--- src/rtl/fetch_queue_pkg.sv ---
// Shared fetch-path types: the fetch/decode slot record and the default queue depth.
package fetch_queue_pkg;

  localparam int FQ_DEPTH = 8;

  typedef struct packed {
    logic        en;
    logic [31:0] pc;
    logic [31:0] instr;
  } fetch_data_t;

endpackage

--- src/rtl/fetch_queue.sv ---
// Two-wide fetch queue between fetch and decode: circular buffer taking up to two
// entries per cycle and presenting the two oldest to decode.
module fetch_queue
  import fetch_queue_pkg::*;
#(
  parameter int DEPTH = FQ_DEPTH
) (
  input  logic                     clk,
  input  logic                     reset,
  input  logic                     flush,
  input  fetch_data_t [1:0]        in_data,
  output logic                     full,
  output fetch_data_t [1:0]        out_data,
  output logic [1:0]               out_valid,
  input  logic [1:0]               deq_num,
  output logic [$clog2(DEPTH):0]   count
);

  localparam int PW = $clog2(DEPTH);
  localparam int CW = PW + 1;

  fetch_data_t   mem_q [DEPTH];
  logic [PW-1:0] head_q, head_d;
  logic [PW-1:0] tail_q, tail_d;
  logic [CW-1:0] count_q, count_d;

  logic [1:0]    nenq, ndeq, deq_sat;
  logic          wr1_en, wr0_en;
  logic [PW-1:0] wr0_idx, head_p1;

  // Full leaves room for one more complete pair, so fetch never has to split one.
  assign full  = count_q > CW'(DEPTH - 2);
  assign count = count_q;

  // NOTE: every signal gets a default at the top of always_comb so no path can
  // leave it unassigned, which is what would otherwise infer a latch.
  always_comb begin
    wr1_en  = reset & ~flush & ~full & in_data[1].en;
    wr0_en  = reset & ~flush & ~full & in_data[0].en;
    // A lone younger slot lands at tail, not tail+1.
    wr0_idx = tail_q + PW'(in_data[1].en);

    nenq    = full ? 2'd0 : ({1'b0, in_data[1].en} + {1'b0, in_data[0].en});
    deq_sat = (deq_num == 2'd3) ? 2'd2 : deq_num;
    // When count is below the request it is at most 1, so it fits in two bits.
    ndeq    = (count_q < CW'(deq_sat)) ? count_q[1:0] : deq_sat;

    head_d  = head_q + PW'(ndeq);
    tail_d  = tail_q + PW'(nenq);
    count_d = count_q + CW'(nenq) - CW'(ndeq);

    if (flush) begin
      head_d  = '0;
      tail_d  = '0;
      count_d = '0;
    end
  end

  // NOTE: state flops use non-blocking assignments so every flop samples the
  // pre-edge values; the reset here is synchronous and active-low.
  always_ff @(posedge clk) begin
    if (!reset) begin
      head_q  <= '0;
      tail_q  <= '0;
      count_q <= '0;
    end else begin
      head_q  <= head_d;
      tail_q  <= tail_d;
      count_q <= count_d;
    end
  end

  // NOTE: the storage array is deliberately not reset; an entry is never read
  // before it is written because out_valid is derived from count.
  always_ff @(posedge clk) begin
    if (wr1_en) mem_q[tail_q]  <= in_data[1];
    if (wr0_en) mem_q[wr0_idx] <= in_data[0];
  end

  always_comb begin
    head_p1        = head_q + PW'(1);
    out_valid      = {count_q != '0, count_q >= CW'(2)};
    out_data[1]    = mem_q[head_q];
    out_data[0]    = mem_q[head_p1];
    out_data[1].en = out_valid[1] & mem_q[head_q].en;
    out_data[0].en = out_valid[0] & mem_q[head_p1].en;
  end

endmodule

--- config.mk ---
export PLATFORM = sky130hd
export DESIGN_NAME = fetch_queue
export DESIGN_NICKNAME = d
export VERILOG_FILES = /design/src/rtl/fetch_queue_pkg.sv /design/src/rtl/fetch_queue.sv
export SDC_FILE = /design/constraint.sdc
export NUM_CORES = 1
export LEC_CHECK = 0
export ABC_AREA = 1
export ABC_CLOCK_PERIOD_IN_PS = 10100
export CAP_MARGIN = 10
export CORE_UTILIZATION = 35
export DETAILED_ROUTE_END_ITERATION = 10
export DONT_BUFFER_PORTS = 1
export PLACE_DENSITY = 0.52
export SLEW_MARGIN = 20
export SYNTH_ARGS = -nofsm -noshare
export SYNTH_HDL_FRONTEND = slang
export SYNTH_SLANG_ARGS = --single-unit
--- constraint.sdc ---
create_clock -name clk -period 10.1 [get_ports clk]
set_input_delay 2.525 -clock clk [delete_from_list [all_inputs] [get_ports clk]]
set_output_delay 2.525 -clock clk [all_outputs]
set_load 0.05 [all_outputs]
==> results_dict.tcl <==
set metrics [dict create \
    yosys_most_used_dff "edfxtp_1" \
    setup_viol 0 \
    cts_sinks 530 \
    dp.final_hpwl_mm 70.1 \
    cts_buffer_depth 3 \
    fillCellCount 9948 \
    internal_power_mw 4.63 \
    pwr_density_cell_nw_per_um2 232 \
    maxCapViolCount 0 \
    start_util_pct 35.5 \
    start_kind "flop" \
    grtUsageTotal_pct 25.1 \
    cts_buffers 68 \
    crit_slowest_cell "buf_4" \
    fin_crit_ns 6.95 \
    area_growth_syn_to_layout_pct 5.23 \
    rsz0062_at_grt "false" \
    pwr-share-clk_pct 29.7 \
    ys_top_cells_by_count "nand2_1, nand3_1, edfxtp_1" \
    cts_tree "yes" \
    antenna_found_initial 1 \
    async_flop_share_pct 0 \
    ios 272 \
    wl_per_cell_um 22.8 \
    htreeDepth 3 \
    status "completed" \
    arrival_ns 4.43 \
    final_antenna_net_count 0 \
    p_sw_share_pct 45.2 \
    cp.required_ns 7.58 \
    syn-instance-count 4662 \
    post-cts-setup-buffers 0 \
    slew_headroom_pct 19.9 \
    ys_ff_latch 530 \
    first_pass_iters 5 \
    insertion_delay_ns 0.62 \
    root_buffer "clkbuf_16" \
    fin_worst_skew_ns 0.0136 \
    drt-vias-per-instance 5.50 \
    seqPwrFrac_pct 30.7 \
    path_clk_slew_ns 0.06 \
    layout.nets 4434 \
    numPortBuffers 0 \
    maxSlewViolCount 0 \
    cp-end-kind "primary output" \
    crit_fanout 87 \
    power.total_mw 8.45 \
    die_h_um 316 \
    hp-class "reg -> reg" \
    fmax_mhz 144 \
    dieArea_um2 100000 \
    setup_tns_ns 0 \
    grt_pass1_wl_mm 189 \
    routed-via-count 30900 \
    die_w_um 316 \
    crit_chain "buf_4 -> buf_4 -> o211ai_1 -> nand2_1 -> nand2_1 -> nand2_1" \
    synth.area.top_cells "edfxtp_1, nand2_1, nand3_1" \
    p_comb_share_pct 39.6 \
    worstSetupPathType "reg -> out" \
    drive_gt1_share_pct 4.24 \
    ys_seq_area_share_pct 45.8 \
    grt_pass1_vias 29000 \
    syn_area_um2 34600 \
    slowest_delay_ns 0.97 \
    post_cts_resize_count 0 \
    drc_errors 0 \
    fin_crit_sh_pct 68.8 \
    ir_drop_mv 0.119 \
    wirelength_mm 128 \
    coreArea_um2 97300 \
    yosys.cell_types.count 29 \
    grt_overflow 0 \
    grt_max_degree 245 \
    synthMostInstantiatedCell "nand2_1" \
    syn_area_per_cell_um2 7.41 \
    path_common_cell "nand2_1" \
    drt_iter0_markers 3119 \
    gp_congestion 0.813 \
    synth_top_area_cell "edfxtp_1" \
    yosysTopAreaCellShare_pct 45.2 \
    power.leakage_nw 15.5 \
    finalHoldViolCount 0 \
    switching_power_mw 3.82 \
    antenna_cells 0 \
    fp-row-count 114 \
    tightest_slew_ns 1.20 \
    hold_buffers 0 \
    yosys_warnings 0 \
    synth-edff-count 520 \
    syn-num-nets 4814 \
]
[layout make-up]
cell class	instances	area, um2	share of cell area, %
sequential	530	15800	43.5
clock buffer	87	1840	5.05
timing repair buffer	50	432	1.19
multi-input combinational	3337	15100	41.6
tap	1276	1600	4.39
clock inverter	39	408	1.12
inverter	295	1130	3.11
[power by group through the flow]
stage                     Clock, mW  Combinational, mW  Sequential (mW)
after global placement            0               3.33             2.64
after global routing           2.62               3.62             2.60
after detailed placement          0               3.35             2.64
after CTS                      2.56               3.35             2.59
after floorplan                   0               2.71             2.59
final                          2.51               3.35             2.59
[flip-flops by register name, summed over array words and instances, names as in the netlist]
| signal | cells |
|---|---|
| count | 4 |
| head_q | 3 |
| mem_q | 520 |
| tail_q | 3 |
[stage by stage]
| step | hold WS [ns] | cell area, um2 | utilization [%] | cells | worst slack, ns |
|---|---|---|---|---|---|
| 5_1_grt | 0.766 | 36400 | 37.4 | 5614 | 2.93 |
| 3_5_place_dp | 0.689 | 34100 | 35.0 | 5487 | 3.17 |
| 3_3_place_gp | 0.687 | 34000 | 35.0 | 5486 | 3.21 |
| 2_1_floorplan | 0.584 | 34600 | - | 4662 | 2.04 |
| 4_1_cts | 0.698 | 36300 | 37.3 | 5613 | 3.14 |
| 6_report | 0.703 | 36400 | 37.4 | 5614 | 3.15 |
[cells by family after synthesis]
group	share of synthesized area [%]
buffers and inverters	11.1
adders and majority gates	0.702
AOI/OAI and AO/OA	14.2
and+or+nand+nor	28.1
DFF	45.8
xor gates and xnor gates	0.101
[worst max-delay path: cells and delay by family (launching register included)]
kind                   cells  cell delay [ns]
AND/OR/NAND/NOR            3             0.67
buffers and inverters      2             1.87
flip-flops                 1             0.89
AO/OA/AOI/OAI              1             0.20
[cell usage in the layout (no fill, tap or decap)]
master,synthesis,routed
nand2_1,1833,1827
buf_16,0,1
nor2_1,26,18
nand2_8,0,2
ha_1,13,12
buf_6,43,3
clkinv_1,1,15
inv_2,2,1
nand2_4,0,6
inv_6,0,2
dfxtp_4,0,3
o21ai_0,397,391
clkinv_8,0,3
fa_1,4,4
xnor2_2,0,1
buf_12,0,2
nand3_2,1,1
nor2_4,2,10
clkbuf_1,110,16
edfxtp_1,520,520
o211ai_1,128,128
and2_1,1,1
xor2_1,3,3
o21ai_4,0,8
or2_2,1,1
buf_4,50,44
a21oi_1,387,387
nand3_1,534,534
clkinv_2,0,15
bufinv_16,0,8
clkbuf_16,0,71
inv_1,292,289
nand4_1,2,2
ha_4,0,1
dfxtp_1,10,7
inv_8,0,1
[per-layer routing]
metal  GRT usage (%)  up-vias  wire length, um  share of wire, %
met4            7.21        0             3250               2.5
met1            32.2    14800            52800                41
met5               0        -                0                 0
li1                -    14700                -                 -
met2            43.1     1224            62100                49
met3            4.54      191             9780               7.6
[path summary, 6_finish.rpt]
| path | start | end | slack (ns) | cells after the start |
|---|---|---|---|---|
| worst max-delay path | head_q[1] | out_data[92] | 3.15 | 6 |
| worst min register to register | tail_q[2] | tail_q[2] | 0.70 | 2 |
| worst min-delay path | tail_q[2] | tail_q[2] | 0.70 | 2 |
| worst max register to register | count[3] | mem_q[3][9] | 5.17 | 9 |
Note: power is estimated with default switching activity, not from simulation.
